File: src/rtl/add_pkg.sv
// Shared definitions for the add operand sequencer: FSM state encoding and
// the default operand width.
package add_pkg;

    localparam int ADD_N_DEFAULT = 32;

    typedef enum logic [1:0] {
        S_X   = 2'd0,
        S_Y   = 2'd1,
        S_ADD = 2'd2,
        S_OUT = 2'd3
    } state_t;

    // The sequencer can take an operand beat only while collecting x or y.
    function automatic logic accepts_operand(input state_t s);
        return (s == S_X) || (s == S_Y);
    endfunction

endpackage

File: src/rtl/add_operand_sequencer_addNbits.sv
// Combinational (N+1)-bit adder with carry-in and carry-out.
module addNbits #(
    parameter int N = 32
) (
    input  logic [N:0] x,
    input  logic [N:0] y,
    input  logic       cin,
    output logic [N:0] z,
    output logic       cout
);

    logic [N+1:0] w_full;

    assign w_full = {1'b0, x} + {1'b0, y} + {{(N+1){1'b0}}, cin};
    assign z      = w_full[N:0];
    assign cout   = w_full[N+1];

endmodule

File: src/rtl/add_operand_sequencer.sv
// Collects an x beat then a y/cin beat, adds them through addNbits, and holds
// the registered result until the consumer takes it. One operation in flight.
module add_operand_sequencer
    import add_pkg::*;
#(
    parameter int N     = ADD_N_DEFAULT,
    parameter int CNT_W = 16
) (
    input  logic             clk,
    input  logic             rst_n,
    input  logic             in_valid,
    output logic             in_ready,
    input  logic [N:0]       in_data,
    input  logic             in_cin,
    output logic             out_valid,
    input  logic             out_ready,
    output logic [N:0]       out_sum,
    output logic             out_cout,
    output logic [CNT_W-1:0] op_count,
    output logic             busy
);

    state_t           r_state;
    state_t           w_state_nxt;
    logic [N:0]       r_x;
    logic [N:0]       r_y;
    logic             r_cin;
    logic [N:0]       r_sum;
    logic             r_cout;
    logic [CNT_W-1:0] r_op_count;

    logic             w_ld_x;
    logic             w_ld_y;
    logic             w_cap;
    logic             w_cnt_inc;
    logic [N:0]       w_z;
    logic             w_cout;

    addNbits #(
        .N (N)
    ) u_add (
        .x    (r_x),
        .y    (r_y),
        .cin  (r_cin),
        .z    (w_z),
        .cout (w_cout)
    );

    always_ff @(posedge clk or negedge rst_n) begin
        if (!rst_n) begin
            r_state <= S_X;
        end else begin
            r_state <= w_state_nxt;
        end
    end

    always_comb begin
        w_state_nxt = r_state;
        in_ready    = accepts_operand(r_state);
        out_valid   = 1'b0;
        busy        = (r_state != S_X);
        w_ld_x      = 1'b0;
        w_ld_y      = 1'b0;
        w_cap       = 1'b0;
        w_cnt_inc   = 1'b0;
        unique case (r_state)
            S_X: begin
                if (in_valid) begin
                    w_ld_x      = 1'b1;
                    w_state_nxt = S_Y;
                end
            end
            S_Y: begin
                if (in_valid) begin
                    w_ld_y      = 1'b1;
                    w_state_nxt = S_ADD;
                end
            end
            S_ADD: begin
                w_cap       = 1'b1;
                w_state_nxt = S_OUT;
            end
            S_OUT: begin
                out_valid = 1'b1;
                if (out_ready) begin
                    w_cnt_inc   = 1'b1;
                    w_state_nxt = S_X;
                end
            end
            default: w_state_nxt = S_X;
        endcase
    end

    // Operand and result registers are cleared by reset so an aborted
    // operation leaves nothing behind.
    always_ff @(posedge clk or negedge rst_n) begin
        if (!rst_n) begin
            r_x        <= '0;
            r_y        <= '0;
            r_cin      <= 1'b0;
            r_sum      <= '0;
            r_cout     <= 1'b0;
            r_op_count <= '0;
        end else begin
            if (w_ld_x) begin
                r_x <= in_data;
            end
            if (w_ld_y) begin
                r_y   <= in_data;
                r_cin <= in_cin;
            end
            if (w_cap) begin
                r_sum  <= w_z;
                r_cout <= w_cout;
            end
            if (w_cnt_inc) begin
                r_op_count <= r_op_count + CNT_W'(1);
            end
        end
    end

    assign out_sum  = r_sum;
    assign out_cout = r_cout;
    assign op_count = r_op_count;

endmodule

File: config.mk
export PLATFORM = sky130hd
export DESIGN_NAME = add_operand_sequencer
export DESIGN_NICKNAME = d
export VERILOG_FILES = /design/src/rtl/add_pkg.sv /design/src/rtl/add_operand_sequencer_addNbits.sv /design/src/rtl/add_operand_sequencer.sv
export SDC_FILE = /design/constraint.sdc
export NUM_CORES = 1
export LEC_CHECK = 0
export CAP_MARGIN = 10
export CORE_MARGIN = 1.5
export CORE_UTILIZATION = 44
export CTS_BUF_LIST = sky130_fd_sc_hd__clkbuf_8
export DETAILED_ROUTE_END_ITERATION = 10
export PLACE_DENSITY = 0.79
export SKIP_CTS_REPAIR_TIMING = 1
export SYNTH_ARGS = -nofsm -noshare
export SYNTH_HDL_FRONTEND = slang
export SYNTH_HIERARCHICAL = 1
export SYNTH_SLANG_ARGS = --single-unit
File: constraint.sdc
create_clock -name clk -period 2.6 [get_ports clk]
set_input_delay 0.39 -clock clk [delete_from_list [all_inputs] [get_ports clk]]
set_output_delay 0.39 -clock clk [all_outputs]
set_load 0.02 [all_outputs]
## Yosys cells after proc, flatten, opt, wreduce, memory -nomap -nowiden

Cells that the tools add are included.

- $add $sub $neg: 3
- Equal/unequal tests: 6
- Mux-type cells: 11
- Reductions and logical operators: 4

Operators with widths:

| kind | number |
|---|---|
| adder 33 x 33 -> 34 bit | 1 |
| adder 34 x 1 -> 34 bit | 1 |
| adder 16 x 1 -> 16 bit (second input constant) | 1 |
| case mux 2 bit (4 select lines) | 1 |
| two-way mux 1 bit | 7 |
| two-way mux 2 bit | 3 |
| != test 2 bit (second input constant) | 3 |
| == test 2 bit (second input constant) | 2 |
| AND reduction 3 bit | 1 |
| == test 2 x 1 -> 1 bit (second input constant) | 1 |
| logical NOT 2 bit | 1 |
| nonzero test 2 bit | 1 |
| logical OR 1 bit | 1 |

- Register bits after elaboration: 119
- Bits of input ports: 38
- Output and inout bits: 53

## Logic depth before layout (Yosys ltp)

Gate-level depths: netlist of the first run.

- Word-level depth: 3
- Depth in mapped cells: 11
- Gate-level depth less buffers: 11

## Hierarchy

The synthesis of the first run kept the hierarchy.

Modules (own cells, without submodules):

| module | instances | cells each | area each (µm²) |
|---|---|---|---|
| add_operand_sequencer | 1 | 291 | 4609.4 |
| addNbits | 1 | 292 | 2099.5 |

## Worst setup path before layout of the first run

OpenSTA, ideal clock, no wires.

- Kind: reg2reg
- From: reg r_y[0]
- To: reg r_sum[28] (netlist: out_sum[28])
- Setup time: 125 ps
- Data arrival time: 2579 ps
- Slack: -103 ps
- Cell stages (with the launch flop): 12
- Buffers on the path: 0
- Clock period less this slack: 2703 ps
- Cell sequence: dfrtp_1 inv_1 fa_1 fa_1 nand2b_1 a21oi_2 and3b_1 o21ai_2 a21o_1 a31oi_1 xnor2_1 mux2_2

- Cells in the longest elaborated chain, start to end: 2

Ends and longest elaborated chain:

| what | RTL line | source |
|---|---|---|
| from (decl) | add_operand_sequencer.sv:26 | `logic [N:0] r_y;` |
| from (signal assigned) | add_operand_sequencer.sv:109 | `r_y <= in_data;` |
| adder 33 x 33 -> 34 bit | add_operand_sequencer_addNbits.sv:14 | `assign w_full = {1'b0, x} + {1'b0, y} + {{(N+1){1'b0}}, cin};` |
| adder 34 x 1 -> 34 bit | add_operand_sequencer_addNbits.sv:14 |  |
| via w_z[28] | add_operand_sequencer.sv:36 | `logic [N:0] w_z;` |
| to (signal assigned) | add_operand_sequencer.sv:113 | `r_sum <= w_z;` |
| to (decl) | add_operand_sequencer.sv:28 | `logic [N:0] r_sum;` |

The timed path passes the listed nets, and every way through them passes these cells.
A chain may end at the register's enable or synchronous reset.

## Worst setup path after layout of the first run

- From: reg r_cin
- To: reg r_sum[29] (netlist: out_sum[29])

- Cells in the longest elaborated chain, start to end: 1

Ends and longest elaborated chain:

| what | RTL line | source |
|---|---|---|
| from (decl) | add_operand_sequencer.sv:27 | `logic r_cin;` |
| from (signal assigned) | add_operand_sequencer.sv:110 | `r_cin <= in_cin;` |
| adder 34 x 1 -> 34 bit | add_operand_sequencer_addNbits.sv:14 |  |
| via w_z[29] | add_operand_sequencer.sv:36 |  |

The timed path passes the listed nets, and every way through them passes these cells.

==> flow_metrics.env, run 1 <==
export IMPL_max_freq_mhz=372.2
export IMPL_fin_crit_ns=2.686
export IMPL_whs_ns=0.4777
export IMPL_post_synth_instance_area_mm2=0.006709
export IMPL_synth_cells=583
export IMPL_hold_depth=1
export IMPL_hold_viol_final=0
export IMPL_die_h_um=126.5
export IMPL_antenna_cells=0
export IMPL_ioPinCount=91
export IMPL_dr_first_iter_drc_count=314
export IMPL_ys_flop_type="dfrtp_1"
export IMPL_grt_usage=0.2079
export IMPL_slew_headroom=0.6170
export IMPL_post_drt_wl_per_cell_um=17.66
export IMPL_crit_family="compound AO/OA/AOI/OAI gates"
export IMPL_crit_slowest_cell="fa_2"
export IMPL_maxCapViolations=0
export IMPL_status="finished, violations left"
export IMPL_ys_seq_area_frac=0.4439
export IMPL_nNetsFinal=785
export IMPL_cp_data_required_time_ns=2.95
export IMPL_num_rows=44
export IMPL_critPathLaunchType="register"
export IMPL_syn_nets=661
export IMPL_pre_cts_ws_ns=-0.1272
export IMPL_start_util=0.4564
export IMPL_drive_above_1_share=0.3064
export IMPL_rr_worst_depth=10
export IMPL_min_period_over_period=1.033
export IMPL_path_class="reg -> reg"
export IMPL_slew_viol_final=0
export IMPL_grt_pass1_vias=5364
export IMPL_cts_buffers=17
export IMPL_drt_total_wl_mm=15.93
export IMPL_hold_class="reg -> reg"
export IMPL_htree_levels=4
export IMPL_area_delta_synth_final_pct=27.42
export IMPL_rsz0062_at_grt="true"
export IMPL_clock_skew_final_ns=0.01312
export IMPL_io_buffer_count=90
export IMPL_die_area_mm2=0.01600
export IMPL_cp_arrival_ns=3.04
export IMPL_failed_checks="negative setup slack"
export IMPL_drc=0
export IMPL_async_flop_share=1.000
export IMPL_cts_sinks=119
export IMPL_core_mm2=0.01470
export IMPL_synth_edff_count=0
export IMPL_num_vias=5051
export IMPL_chipWidth_um=126.5
export IMPL_ys_seq_elements=119
export IMPL_layout_setup_ws_ns=-0.08639
export IMPL_setup_viol=12
export IMPL_path_clk_slew_ns=0.08
export IMPL_crit_chain="inv_2 > fa_2 > nor2b_2 > o2111ai_2 > a21oi_1 > o2111ai_2 > a211oi_2 > o41ai_2 > xnor2_1 > mux2_2"
export IMPL_dpl_hpwl_mm=11.37
export IMPL_cts_tree="built"
export IMPL_dr_pass1_iters=6
export IMPL_worstSetupPathDepth=10
export IMPL_crit_top_cell="o2111ai_2"
export IMPL_routed_via_density=5.600
export IMPL_grt_start_max_net_pins=74
export IMPL_clk_latency_ns=0.46
export IMPL_antenna_found_initial=0
export IMPL_final_core_util=0.5815
export IMPL_synth_cell_type_count=66
export IMPL_root_buffer="clkbuf_8"
export IMPL_clk_path_buf_depth=2
export IMPL_max_stage_delay_ns=0.40
export IMPL_syn_area_per_cell_um2=11.51
export IMPL_gp_congestion=0.8424
export IMPL_yosys_warnings=6
export IMPL_grt_overflow_total=0
export IMPL_ant_nets=0
export IMPL_worst_pin_slew_ns=0.5745
export IMPL_endpoint_kind="register"
export IMPL_grt_pass1_wl_mm=26.32
export IMPL_crit_buf_inv=1
export IMPL_cp_max_fo=4
export IMPL_fillers=1184
-- cell usage in the layout, fill, tap and decap left out, types with 3 or more instances in the layout --
master           Yosys  layout
nand3_1             16      16
o21a_1               3       3
inv_1               21      20
a21o_1               9       9
nor2_1              25      25
buf_4                2      35
nor2b_1              7       5
clkinv_2             0       4
and3_1               6       6
a211oi_2             5       5
a21oi_2              6       9
o2111ai_2            0       3
o21bai_1             3       3
nand2_1             32      32
a21oi_1             34      30
ha_1                38      38
xor2_1              18      16
clkdlybuf4s50_1      0      89
nor3_1               9       8
o211ai_1             5       5
nor4_1               4       4
bufinv_16            0       4
o21ai_0             18      17
clkbuf_8             0      21
a31oi_1              8       6
dfrtp_1            119     119
nand4_1              4       4
mux2_2             103     100
mux2_4               0       3
xnor2_1             23      22
-- routing by layer --
layer  part of all wire  track usage  vias up
li1                   -            -     2352
met1               0.43       0.2523     2520
met2               0.50       0.3539      151
met3              0.048      0.05820       28
met4              0.017      0.07640        0
met5                  0            0        -
-- flip-flops by register name (all words and copies together), names as in the netlist --
| name | flops |
|---|---|
| out_cout | 1 |
| r_cin | 1 |
| r_state | 2 |
| op_count | 16 |
| r_y | 33 |
| out_sum | 33 |
| r_x | 33 |
-- metrics by stage --
step / instance area (um2) / instances / setup TNS (ns)
floorplan: 6720 / 583 / 0
global placement: 7976 / 869 / -0.2055
detailed placement: 7976 / 869 / -1.117
CTS: 8413 / 899 / -1.435
global route: 8548 / 902 / -2.052
finish: 8548 / 902 / -0.4745
-- logic make-up (layout without fill, tap and decap cells) --
family | after synthesis | after routing | share of synthesized area
and+or+nand+nor | 121 | 121 | 0.09400
DFF | 119 | 119 | 0.4439
AOI/OAI and AO/OA | 116 | 116 | 0.1268
muxes | 103 | 103 | 0.1729
buffers and inverters | 43 | 178 | 0.03208
xor gates and xnor gates | 41 | 41 | 0.05352
adders and majority gates | 40 | 40 | 0.07684
-- Yosys cell counts (7+ instances only) --
master	n	area share
buf_2	12	0.0090
xor2_1	18	0.023
nor2b_1	7	0.0065
mux2_2	103	0.17
nand3_1	16	0.012
ha_1	38	0.071
o21ai_0	18	0.013
a21o_1	9	0.010
a21oi_1	34	0.025
inv_1	21	0.012
nor2_1	25	0.014
a31oi_1	8	0.0075
nand2_1	32	0.018
nor3_1	9	0.0067
xnor2_1	23	0.030
dfrtp_1	119	0.44
-- worst paths after layout --
| kind | startpoint | end | slack [ns] |
|---|---|---|---|
| max reg2reg | r_cin | out_sum[29] | -0.09 |
| min in group asynchronous | rst_n | r_y[29] | 0.49 |
| max in group asynchronous | rst_n | r_y[9] | 1.59 |
| max | r_cin | out_sum[29] | -0.09 |
| min reg2reg | op_count[15] | op_count[15] | 0.48 |
| min | op_count[15] | op_count[15] | 0.48 |
-- worst reg2reg max path: stages (launching register included) --
cell and delay, ns:
dfrtp_1 0.36, inv_2 0.05, fa_2 0.41, nor2b_2 0.20, o2111ai_2 0.17, a21oi_1 0.33, o2111ai_2 0.27, a211oi_2 0.31
o41ai_2 0.09, xnor2_1 0.14, mux2_2 0.26
-- cell type report --
| class | count | area, um2 | area share |
|---|---|---|---|
| multi-input cells | 421 | 3637 | 0.4255 |
| flip-flops and latches | 119 | 2978 | 0.3484 |
| repair buffers | 126 | 1184 | 0.1385 |
| clock buffers | 21 | 289.0 | 0.03381 |
| well taps | 184 | 230.2 | 0.02693 |
| clock inverters | 9 | 147.6 | 0.01727 |
| inverters | 22 | 82.58 | 0.009660 |
Power of run 1 is not shown: default switching activity piles up to over one toggle a cycle in this logic, so the estimate is an artifact.
==> inputs of run 2 (changes only) <==
SYNTH_HIERARCHICAL = default   (was 1)
==> flow_metrics.env, run 2 <==
export IMPL_status="finished, violations left"
export IMPL_failed_checks="negative setup slack"
export IMPL_grt_usage=0.1971
export IMPL_routed_via_density=5.535
export IMPL_gp_congestion=0.8592
export IMPL_slew_viol_final=0
export IMPL_ys_seq_elements=119
export IMPL_yosysTopAreaCellShare=0.4528
export IMPL_final_cell_mix="dfrtp_1 (119), clkdlybuf4s50_1 (89), mux2_2 (85)"
export IMPL_final_common_cell="dfrtp_1"
export IMPL_cts_buffers=17
export IMPL_synthMostInstantiatedCell="dfrtp_1"
export IMPL_path_clk_slew_ns=0.07
export IMPL_core_mm2=0.01459
export IMPL_clk_path_buf_depth=2
export IMPL_ioPinCount=91
export IMPL_final_setup_tns_ns=-0.7901
export IMPL_post_drt_wl_per_cell_um=16.80
export IMPL_die_h_um=125.3
export IMPL_placed_cells=854
export IMPL_layout_setup_ws_ns=-0.1623
export IMPL_max_vdd_ir_drop_mv=0.7900
export IMPL_slew_headroom=0.5978
export IMPL_start_util=0.4508
export IMPL_crit_slowest_cell="or4b_1"
export IMPL_htree_levels=4
export IMPL_worst_pin_slew_ns=0.5970
export IMPL_grt_overflow_total=0
export IMPL_syn_nets=667
export IMPL_power_density_mw_per_mm2=1606
export IMPL_dr_pass1_iters=5
export IMPL_antenna_cells=0
export IMPL_max_stage_delay_ns=0.48
export IMPL_dr_first_iter_drc_count=251
export IMPL_async_flop_share=1.000
export IMPL_synth_cell_type_count=62
export IMPL_dpl_hpwl_mm=10.74
export IMPL_pre_cts_ws_ns=-0.1262
export IMPL_clock_skew_final_ns=0.007179
export IMPL_crit_top_cell="fa_2"
export IMPL_hold_class="in -> async"
export IMPL_cp_data_required_time_ns=2.98
export IMPL_num_vias=4943
export IMPL_drt_total_wl_mm=15.00
export IMPL_grt_start_max_net_pins=60
export IMPL_root_buffer="clkbuf_8"
export IMPL_cp_max_fo=3
export IMPL_cts_sinks=119
export IMPL_grt_pass1_vias=5181
export IMPL_p_leak_nw=3.637
export IMPL_area_delta_synth_final_pct=26.83
export IMPL_maxCapViolations=0
export IMPL_final_cell_area_mm2=0.008341
export IMPL_synth_edff_count=0
export IMPL_ys_seq_area_frac=0.4528
export IMPL_chipWidth_um=125.3
export IMPL_yosys_top_cells_count="dfrtp_1 (119), mux2_2 (89), a21oi_1 (41)"
export IMPL_critPathLaunchType="register"
export IMPL_syn_area_per_cell_um2=11.15
export IMPL_ant_nets=0
export IMPL_fin_cells=893
export IMPL_synth_cells=590
export IMPL_grt_pass1_wl_mm=24.98
export IMPL_drc=0
export IMPL_die_area_mm2=0.01569
export IMPL_num_rows=44
export IMPL_post_synth_instance_area_mm2=0.006576
export IMPL_yosys_warnings=0
export IMPL_crit_chain="inv_2 > fa_2 > fa_2 > nand2b_4 > a21o_1 > a31o_4 > o211ai_4 > a21boi_2 > or4b_1 > nand3_1"
export IMPL_min_period_over_period=1.062
export IMPL_io_buffer_count=90
export IMPL_cts_tree="built"
export IMPL_path_class="reg -> reg"
export IMPL_hold_viol_final=0
export IMPL_max_freq_mhz=362.0
export IMPL_ys_flop_type="dfrtp_1"
export IMPL_synth_area_top_cells="dfrtp_1 (45%), mux2_2 (15%), ha_1 (7.0%)"
export IMPL_cp_arrival_ns=3.14
export IMPL_nNetsFinal=774
export IMPL_clk_latency_ns=0.45
export IMPL_drive_above_1_share=0.2370
export IMPL_placed_area_mm2=0.007737
export IMPL_fin_crit_ns=2.762
export IMPL_setup_viol=9
export IMPL_rsz0062_at_grt="true"
export IMPL_endpoint_kind="register"
export IMPL_antenna_found_initial=0
export IMPL_synth_top_cell_by_area="dfrtp_1"
-- run 2: cell count changes in the layout (fill, tap and decap cells not counted), sizes merged, moves of 6 or more --
cell	change
xor2	-6
nand2	+6
buf	-13
mux2	-14
nand4	+12
a211oi	-6
-- run 2: final timing paths --
| kind | startpoint | to | slack (ns) | cells past startpoint |
|---|---|---|---|---|
| max | r_cin | out_sum[22] | -0.16 | 10 |
| min | rst_n | op_count[5] | 0.44 | 2 |
| max reg2reg | r_cin | out_sum[22] | -0.16 | 10 |
| min reg2reg | op_count[15] | op_count[15] | 0.49 | 1 |
| max in group asynchronous | rst_n | r_x[16] | 1.45 | 3 |
| min in group clk | op_count[15] | op_count[15] | 0.49 | 1 |
-- run 2: stage by stage --
| stage | total power, W | hold WS [ns] | util |
|---|---|---|---|
| floorplan | 0.008815 | 0.09441 | - |
| global placement | 0.01087 | 0.3612 | 0.5304 |
| detailed placement | 0.01111 | 0.3769 | 0.5304 |
| CTS | 0.01292 | -0.1062 | 0.5583 |
| global route | 0.01434 | 0.4619 | 0.5717 |
| finish | 0.01339 | 0.4407 | 0.5717 |
-- run 2: layout make-up --
class | count | area (um2)
repair buffers | 113 | 1094
well taps | 184 | 230.2
clock inverters | 11 | 132.6
fillers | 1187 | 6248
inverters | 24 | 90.09
clock buffers | 20 | 275.3
flip-flops and latches | 119 | 2978
multi-input cells | 422 | 3541
-- run 2: worst max-delay path: cells and delay by family, from the launching register on --
| family | cells | cell delay [ns] |
|---|---|---|
| compound gates | 4 | 0.79 |
| buf+inv | 1 | 0.05 |
| flops | 1 | 0.37 |
| simple gates | 3 | 0.73 |
| fa+ha+maj | 2 | 0.75 |
-- run 2: metal layers --
layer | global-route usage | wire length [um] | vias up
met3 | 0.05135 | 643 | 23
met4 | 0.07086 | 301 | 0
li1 | - | - | 2341
met2 | 0.3202 | 7276 | 144
met5 | 0 | 0 | -
met1 | 0.2553 | 6778 | 2435
-- run 2: logic make-up after synthesis --
| logic type | Yosys count | synth area share |
|---|---|---|
| buf+inv | 49 | 0.02930 |
| fa+ha+maj | 39 | 0.07648 |
| mux | 90 | 0.1539 |
| xor+xnor | 36 | 0.04794 |
| flops | 119 | 0.4528 |
| simple gates | 128 | 0.09494 |
| compound gates | 129 | 0.1446 |
-- run 2: where the power goes --
group          leakage (nW)  internal (W)  switching [W]  total, W
combinational          1.99       0.00390        0.00443   0.00833
sequential             1.43       0.00275       0.000567   0.00331
clock                 0.218       0.00100       0.000742   0.00175
total                  3.64       0.00765        0.00574    0.0134
Note: power is estimated with default switching activity, not from simulation.
